--- config.mk ---
export PLATFORM = sky130hd
export DESIGN_NAME = mem_arbiter_flat
export DESIGN_NICKNAME = d
export VERILOG_FILES = /design/src/rtl/mem_arbiter_if.sv /design/src/rtl/mem_arbiter.sv /design/src/flat_wrapper.sv
export SDC_FILE = /design/constraint.sdc
export NUM_CORES = 1
export LEC_CHECK = 0
export CORE_ASPECT_RATIO = 0.75
export CORE_MARGIN = 2
export CORE_UTILIZATION = 37
export CTS_CLUSTER_SIZE = 28
export DETAILED_ROUTE_END_ITERATION = 8
export PLACE_DENSITY = 0.77
export SLEW_MARGIN = 20
export SYNTH_ARGS = -nofsm -noshare
export SYNTH_HDL_FRONTEND = slang
export SYNTH_SLANG_ARGS = --single-unit
--- constraint.sdc ---
create_clock -name clock -period 4.4 [get_ports clock]
set_clock_uncertainty 0.1 [all_clocks]
set_input_delay 0.88 -clock clock [delete_from_list [all_inputs] [get_ports clock]]
set_output_delay 0.88 -clock clock [all_outputs]
set_load 0.05 [all_outputs]
--- src/rtl/mem_arbiter_if.sv ---
// rtl/mem_arbiter_if.sv - request, response and RAM-side signals of mem_arbiter (MEM_ARB_LOCK_EN adds req0_lock)
interface mem_arbiter_if;
    logic        req0_valid;
    logic        req0_ready;
    logic [29:0] req0_address;
    logic [31:0] req0_data;
    logic [3:0]  req0_strobes;
    logic        req0_write;
`ifdef MEM_ARB_LOCK_EN
    logic        req0_lock;
`endif
    logic        resp0_valid;
    logic [31:0] resp0_data;
    logic        req1_valid;
    logic        req1_ready;
    logic [29:0] req1_address;
    logic [31:0] req1_data;
    logic [3:0]  req1_strobes;
    logic        req1_write;
    logic        resp1_valid;
    logic [31:0] resp1_data;
    logic [29:0] mem_address;
    logic [31:0] mem_data_out;
    logic [31:0] mem_data_in;
    logic [3:0]  mem_strobes;
    logic        mem_read;
    logic        mem_write;

    modport slave (
`ifdef MEM_ARB_LOCK_EN
        input  req0_lock,
`endif
        input  req0_valid, req0_address, req0_data, req0_strobes, req0_write,
        output req0_ready, resp0_valid, resp0_data,
        input  req1_valid, req1_address, req1_data, req1_strobes, req1_write,
        output req1_ready, resp1_valid, resp1_data,
        output mem_address, mem_data_out, mem_strobes, mem_read, mem_write,
        input  mem_data_in
    );

    modport master (
`ifdef MEM_ARB_LOCK_EN
        output req0_lock,
`endif
        output req0_valid, req0_address, req0_data, req0_strobes, req0_write,
        input  req0_ready, resp0_valid, resp0_data,
        output req1_valid, req1_address, req1_data, req1_strobes, req1_write,
        input  req1_ready, resp1_valid, resp1_data,
        input  mem_address, mem_data_out, mem_strobes, mem_read, mem_write,
        output mem_data_in
    );
endinterface

--- src/rtl/mem_arbiter.sv ---
// rtl/mem_arbiter.sv - round-robin two-port arbiter for a single-port word RAM (optional MEM_ARB_LOCK_EN)
module mem_arbiter #(
    parameter int WAIT_STATES = 0
) (
    input  logic          clock,
    input  logic          reset,
    mem_arbiter_if.slave  bus
);
    typedef enum logic {IDLE, BUSY} state_t;

    state_t      state_q, state_d;
    logic        owner_q, owner_d;
    logic        prio_q, prio_d;
    logic [3:0]  wait_q, wait_d;
    logic [29:0] addr_q, addr_d;
    logic [31:0] dout_q, dout_d;
    logic [3:0]  stb_q, stb_d;
    logic        rd_q, rd_d;
    logic        wr_q, wr_d;
    logic        rv0_q, rv0_d, rv1_q, rv1_d;
    logic [31:0] rdata0_q, rdata0_d, rdata1_q, rdata1_d;
    logic        ready0, ready1, sel, sel_write, lock_hold;

    assign bus.req0_ready   = ready0;
    assign bus.req1_ready   = ready1;
    assign bus.resp0_valid  = rv0_q;
    assign bus.resp1_valid  = rv1_q;
    assign bus.resp0_data   = rdata0_q;
    assign bus.resp1_data   = rdata1_q;
    assign bus.mem_address  = addr_q;
    assign bus.mem_data_out = dout_q;
    assign bus.mem_strobes  = stb_q;
    assign bus.mem_read     = rd_q;
    assign bus.mem_write    = wr_q;

`ifdef MEM_ARB_LOCK_EN
    assign lock_hold = bus.req0_lock;
`else
    assign lock_hold = 1'b0;
`endif

    always_ff @(posedge clock or posedge reset) begin
        if (reset) begin
            state_q  <= IDLE;
            owner_q  <= 1'b0;
            prio_q   <= 1'b0;
            wait_q   <= 4'd0;
            addr_q   <= 30'd0;
            dout_q   <= 32'd0;
            stb_q    <= 4'd0;
            rd_q     <= 1'b0;
            wr_q     <= 1'b0;
            rv0_q    <= 1'b0;
            rv1_q    <= 1'b0;
            rdata0_q <= 32'd0;
            rdata1_q <= 32'd0;
        end else begin
            state_q  <= state_d;
            owner_q  <= owner_d;
            prio_q   <= prio_d;
            wait_q   <= wait_d;
            addr_q   <= addr_d;
            dout_q   <= dout_d;
            stb_q    <= stb_d;
            rd_q     <= rd_d;
            wr_q     <= wr_d;
            rv0_q    <= rv0_d;
            rv1_q    <= rv1_d;
            rdata0_q <= rdata0_d;
            rdata1_q <= rdata1_d;
        end
    end

    always_comb begin
        state_d   = state_q;
        owner_d   = owner_q;
        prio_d    = prio_q;
        wait_d    = wait_q;
        addr_d    = addr_q;
        dout_d    = dout_q;
        stb_d     = stb_q;
        rd_d      = rd_q;
        wr_d      = wr_q;
        rv0_d     = 1'b0;
        rv1_d     = 1'b0;
        rdata0_d  = rdata0_q;
        rdata1_d  = rdata1_q;
        // A port wins alone, or on a tie when the pointer names it.
        ready0    = (state_q == IDLE) && bus.req0_valid && (!bus.req1_valid || !prio_q);
        ready1    = (state_q == IDLE) && bus.req1_valid && (!bus.req0_valid || prio_q);
        sel       = ready1;
        sel_write = sel ? bus.req1_write : bus.req0_write;

        case (state_q)
            IDLE: begin
                if (ready0 || ready1) begin
                    addr_d  = sel ? bus.req1_address : bus.req0_address;
                    dout_d  = sel ? bus.req1_data    : bus.req0_data;
                    stb_d   = sel ? bus.req1_strobes : bus.req0_strobes;
                    rd_d    = !sel_write;
                    wr_d    = sel_write;
                    owner_d = sel;
                    wait_d  = 4'(WAIT_STATES);
                    prio_d  = (!sel && lock_hold) ? 1'b0 : !sel;
                    state_d = BUSY;
                end
            end
            BUSY: begin
                if (wait_q != 4'd0) begin
                    wait_d = wait_q - 4'd1;
                end else begin
                    rd_d    = 1'b0;
                    wr_d    = 1'b0;
                    state_d = IDLE;
                    if (owner_q) begin
                        rv1_d = 1'b1;
                        if (rd_q) rdata1_d = bus.mem_data_in;
                    end else begin
                        rv0_d = 1'b1;
                        if (rd_q) rdata0_d = bus.mem_data_in;
                    end
                end
            end
            default: state_d = IDLE;
        endcase
    end
endmodule

--- src/flat_wrapper.sv ---
// flat-port wrapper written by rule: the top's interface ports become plain ports
module mem_arbiter_flat 
#(
    parameter int WAIT_STATES = 0
)
  (clock, reset, bus_req0_valid, bus_req0_address, bus_req0_data, bus_req0_strobes, bus_req0_write, bus_req0_ready, bus_resp0_valid, bus_resp0_data, bus_req1_valid, bus_req1_address, bus_req1_data, bus_req1_strobes, bus_req1_write, bus_req1_ready, bus_resp1_valid, bus_resp1_data, bus_mem_address, bus_mem_data_out, bus_mem_strobes, bus_mem_read, bus_mem_write, bus_mem_data_in);
  mem_arbiter_if bus_i ();
  input  logic clock;
  input  logic reset;
  input wire logic [$bits(bus_i.req0_valid)-1:0] bus_req0_valid;
  input wire logic [$bits(bus_i.req0_address)-1:0] bus_req0_address;
  input wire logic [$bits(bus_i.req0_data)-1:0] bus_req0_data;
  input wire logic [$bits(bus_i.req0_strobes)-1:0] bus_req0_strobes;
  input wire logic [$bits(bus_i.req0_write)-1:0] bus_req0_write;
  output wire logic [$bits(bus_i.req0_ready)-1:0] bus_req0_ready;
  output wire logic [$bits(bus_i.resp0_valid)-1:0] bus_resp0_valid;
  output wire logic [$bits(bus_i.resp0_data)-1:0] bus_resp0_data;
  input wire logic [$bits(bus_i.req1_valid)-1:0] bus_req1_valid;
  input wire logic [$bits(bus_i.req1_address)-1:0] bus_req1_address;
  input wire logic [$bits(bus_i.req1_data)-1:0] bus_req1_data;
  input wire logic [$bits(bus_i.req1_strobes)-1:0] bus_req1_strobes;
  input wire logic [$bits(bus_i.req1_write)-1:0] bus_req1_write;
  output wire logic [$bits(bus_i.req1_ready)-1:0] bus_req1_ready;
  output wire logic [$bits(bus_i.resp1_valid)-1:0] bus_resp1_valid;
  output wire logic [$bits(bus_i.resp1_data)-1:0] bus_resp1_data;
  output wire logic [$bits(bus_i.mem_address)-1:0] bus_mem_address;
  output wire logic [$bits(bus_i.mem_data_out)-1:0] bus_mem_data_out;
  output wire logic [$bits(bus_i.mem_strobes)-1:0] bus_mem_strobes;
  output wire logic [$bits(bus_i.mem_read)-1:0] bus_mem_read;
  output wire logic [$bits(bus_i.mem_write)-1:0] bus_mem_write;
  input wire logic [$bits(bus_i.mem_data_in)-1:0] bus_mem_data_in;
  assign bus_i.req0_valid = bus_req0_valid;
  assign bus_i.req0_address = bus_req0_address;
  assign bus_i.req0_data = bus_req0_data;
  assign bus_i.req0_strobes = bus_req0_strobes;
  assign bus_i.req0_write = bus_req0_write;
  assign bus_req0_ready = bus_i.req0_ready;
  assign bus_resp0_valid = bus_i.resp0_valid;
  assign bus_resp0_data = bus_i.resp0_data;
  assign bus_i.req1_valid = bus_req1_valid;
  assign bus_i.req1_address = bus_req1_address;
  assign bus_i.req1_data = bus_req1_data;
  assign bus_i.req1_strobes = bus_req1_strobes;
  assign bus_i.req1_write = bus_req1_write;
  assign bus_req1_ready = bus_i.req1_ready;
  assign bus_resp1_valid = bus_i.resp1_valid;
  assign bus_resp1_data = bus_i.resp1_data;
  assign bus_mem_address = bus_i.mem_address;
  assign bus_mem_data_out = bus_i.mem_data_out;
  assign bus_mem_strobes = bus_i.mem_strobes;
  assign bus_mem_read = bus_i.mem_read;
  assign bus_mem_write = bus_i.mem_write;
  assign bus_i.mem_data_in = bus_mem_data_in;
  mem_arbiter #(.WAIT_STATES(WAIT_STATES)) u_core (.clock(clock), .reset(reset), .bus(bus_i));
endmodule
==> key figures <==
Status
  – Outcome: complete, no violations

Worst setup path
  – CP top delay family: buffers and inverters
  – Startpoint types: input port
  – Slowest CP cell: clkdlybuf4s50_1
  – Worst setup path endpoint: bus_req0_ready
  – CP max FO: 43
  – Crit path depth: 4
  – FF-to-FF path depth: 5
  – Setup slack, reg-to-reg: 1.97 ns
  – Worst Setup SP: bus_req0_valid
  – Worst EP required: 3.42 ns
  – CP endpoint kind: output port
  – Worst r2r src: u_core.wait_q[0]$_DFFE_PP0P_
  – Bufs and invs on worst path: 3
  – CP max stage delay: 0.60 ns
  – CP Class: input port to output port
  – WP data arrival: 2.44 ns
  – Critical path, cell by cell: clkdlybuf4s50_1, inv_2, a211oi_4, buf_12
  – Capture point of the worst reg-to-reg path: u_core.bus.resp0_data[21]$_DFFE_PP0P_

Drt
  – Via density: 5.21
  – Drt first pass iters: 4
  – Initial drt markers: 338
  – ANT nets after route: 0
  – Vias: 5329
  – Met1 WL: 8.17 mm
  – Wire per inst: 18.3 um
  – WL final: 18.7 mm
  – DRC: 0
  – DR WL met3: between 1 and 1.5 mm
  – Top Layer Used: met4
  – Routed wl met2: 8.74 mm

Yosys
  – Top-count cell post-synth: dfrtp_1
  – Synth top area share: 55.6%
  – Yosys Warn Count: 0
  – Post-synth EDFFs: 0
  – Post-synth ARST share: 100%
  – Syn Nets: 683
  – Mean Syn Cell Area: 12.4 um2
  – Synth area leaders: dfrtp_1, mux2_4, mux2_2, o2111ai_1, a221o_1
  – Top_reg_cell synth: dfrtp_1
  – Synth cell types: 37
  – FF+latch count, synth: 141
  – Area of the mapped netlist: 6350 um2
  – Register area share after synthesis: between 50% and 60%
  – Synth area leader: dfrtp_1
  – Synthesized instance count: 511
  – Post-synth top cells: dfrtp_1, nor2_1, o21ai_0

Pwr
  – Seq pwr share: 26.1%
  – Power Dens Cells: 865 nW/um2
  – Switching Fraction: 46.7%
  – Clock power frac: 17.1%
  – Internal power: ~0.0047 W
  – Peak supply drop: 0.493 mV
  – P_sw: 0.00409 W
  – P_leak: 4.05 nW
  – Combinational power share: 56.8%

Placed design
  – PortBufs: 305
  – DP Worst Slack: approximately 1 ns
  – DPL Wire Length: roughly 13 mm
  – RePlAce Congestion: 0.811

Hold path
  – HP Start: u_core.owner_q$_DFFE_PP0P_
  – Worst min path class: flip-flop to flip-flop

Clocking
  – Max clock buf depth: 2
  – CTS hold repair buffers: 0
  – Post-CTS resize count: 0
  – Post-CTS Setup Bufs: 0
  – Clk slew on worst S/H paths: around 0.060 ns
  – Clock Sink Count: 141
  – CTS buffer count: 17
  – H-tree Lvls: 4
  – CTS root buf: clkbuf_16
  – CTS tree: done
  – Clock latency at the later pin of the worst-skew pair: 0.42 ns

STA
  – Slew margin rel.: 38.3%
  – Slew Limit Fails: 0
  – Fmax achieved: 292 MHz
  – Final period utilization: 77.8%
  – Setup TNS: 0 ns
  – Fin crit period: ~3.4 ns
  – Final worst slack: about 1 ns
  – Unrepaired setup endpoints after global routing: no
  – Final Hold Viols: 0
  – Worst slew pin tran: 0.921 ns
  – Setup Viol. Count Final: 0

Cells and area
  – Final core utilization: 60.2%
  – Fraction of layout cells with a size suffix above 1: 14.5%
  – N_diodes: 0
  – Total Nets Final: approximately 970
  – Area Growth Syn to Fin: 59.6%

Die
  – Core area: 16800 um2
  – Row count: 41
  – Die Ht: 117 um
  – I/O pin count: 306
  – Die X: 155 um
  – Die Footprint: 18200 um2
  – Initial Util: 37.7%

GRT
  – Largest net degree at the start of global routing: 142
  – First-pass GRT wire length: 29.7 mm
  – Vias in the first global route: 5565
  – Initial antenna violation count: 0
  – Grt ovf: 0
  – Total global-route track usage: 20.7%

Run
  – Total of max-cap violations: 0
[layer usage]
layer  vias to the layer above  global-route usage, %
met5                         -                      0
met4                         0                   8.83
met3                        28                   6.13
met2                       234                   32.7
met1                      2573                   26.4
li1                       2494                      -
[flip-flops by register name (all words and copies together), names as in the netlist]
signal and flops:
u_core.bus.mem_data_out 32, u_core.state_q 1, u_core.prio_q 1, u_core.bus.resp0_valid 1
u_core.bus.mem_address 30, u_core.wait_q 4, u_core.bus.mem_strobes 4, u_core.bus.resp1_data 32
u_core.bus.mem_write 1, u_core.bus.resp1_valid 1, u_core.bus.mem_read 1, u_core.bus.resp0_data 32
u_core.owner_q 1
[power by group through the flow]
| stage | logic [W] | registers, W | clock network [W] |
|---|---|---|---|
| floorplan | 0.00130 | 0.00428 | 0 |
| global placement | 0.00494 | 0.00228 | 0 |
| detailed placement | 0.00500 | 0.00229 | 0 |
| CTS | 0.00499 | 0.00229 | 0.00153 |
| global route | 0.00520 | 0.00237 | 0.00159 |
| finish | 0.00497 | 0.00229 | 0.00150 |
[layout make-up]
cell class / instances / area (um2)
fill: 1386 / 6700
sequential: 141 / 3530
timing repair buffer: 315 / 3170
multi-input combinational: 313 / 2510
clock buffer: 20 / 457
tap: 215 / 269
clock inverter: 12 / 161
inverter: 6 / 26.3
[through the flow]
stage | power [W] | hold WS [ns] | std cells | cell area [um2]
after global routing | 0.00916 | 0.410 | 1022 | 10100
after global placement | 0.00722 | 0.375 | 990 | 9500
after CTS | 0.00882 | 0.391 | 1022 | 10100
after floorplan | 0.00558 | 0.352 | 511 | 6350
final | 0.00876 | 0.390 | 1022 | 10100
after detailed placement | 0.00728 | 0.383 | 990 | 9500
[placed cells by master (no fill, tap or decap), drive strengths merged, types with 4 or more instances in the layout]
| cell type | count |
|---|---|
| clkinv | 5 |
| clkdlybuf4s50 | 303 |
| and2 | 27 |
| clkinvlp | 4 |
| inv | 6 |
| a31oi | 40 |
| o2111ai | 41 |
| dfrtp | 141 |
| o21ai | 43 |
| a221o | 27 |
| buf | 12 |
| nor2 | 44 |
| clkbuf | 20 |
| mux2 | 64 |
| nand2 | 4 |
[how the worst min path moves through the flow]
stage / to / slack, ns / depth (start not counted)
after floorplan: u_core.bus.resp0_valid$_DFF_PP0_ / 0.35 / 1
after global placement: u_core.bus.resp0_valid$_DFF_PP0_ / 0.38 / 1
after detailed placement: u_core.bus.resp0_valid$_DFF_PP0_ / 0.38 / 1
after CTS: u_core.bus.resp0_valid$_DFF_PP0_ / 0.39 / 1
after global routing: u_core.bus.resp0_data[25]$_DFFE_PP0P_ / 0.41 / 1
final: u_core.bus.resp0_valid$_DFF_PP0_ / 0.39 / 1
[cells by family (layout without fill, tap and decap cells)]
logic type | Yosys count | after routing | share of synthesized area [%]
fa+ha+maj | 2 | 2 | 0.394
buf+inv | 57 | 353 | 5.03
flops | 141 | 141 | 55.6
compound gates | 159 | 159 | 18.5
simple gates | 85 | 85 | 6.88
mux | 67 | 67 | 13.6
[worst reg2reg max path, stage by stage, from the launching register on]
cell and delay (ns):
dfrtp_1 0.41, inv_1 0.09, ha_1 0.19, and4bb_4 0.28, nand3b_2 0.67, mux2_2 0.58
(Power assumes the default switching activity.)
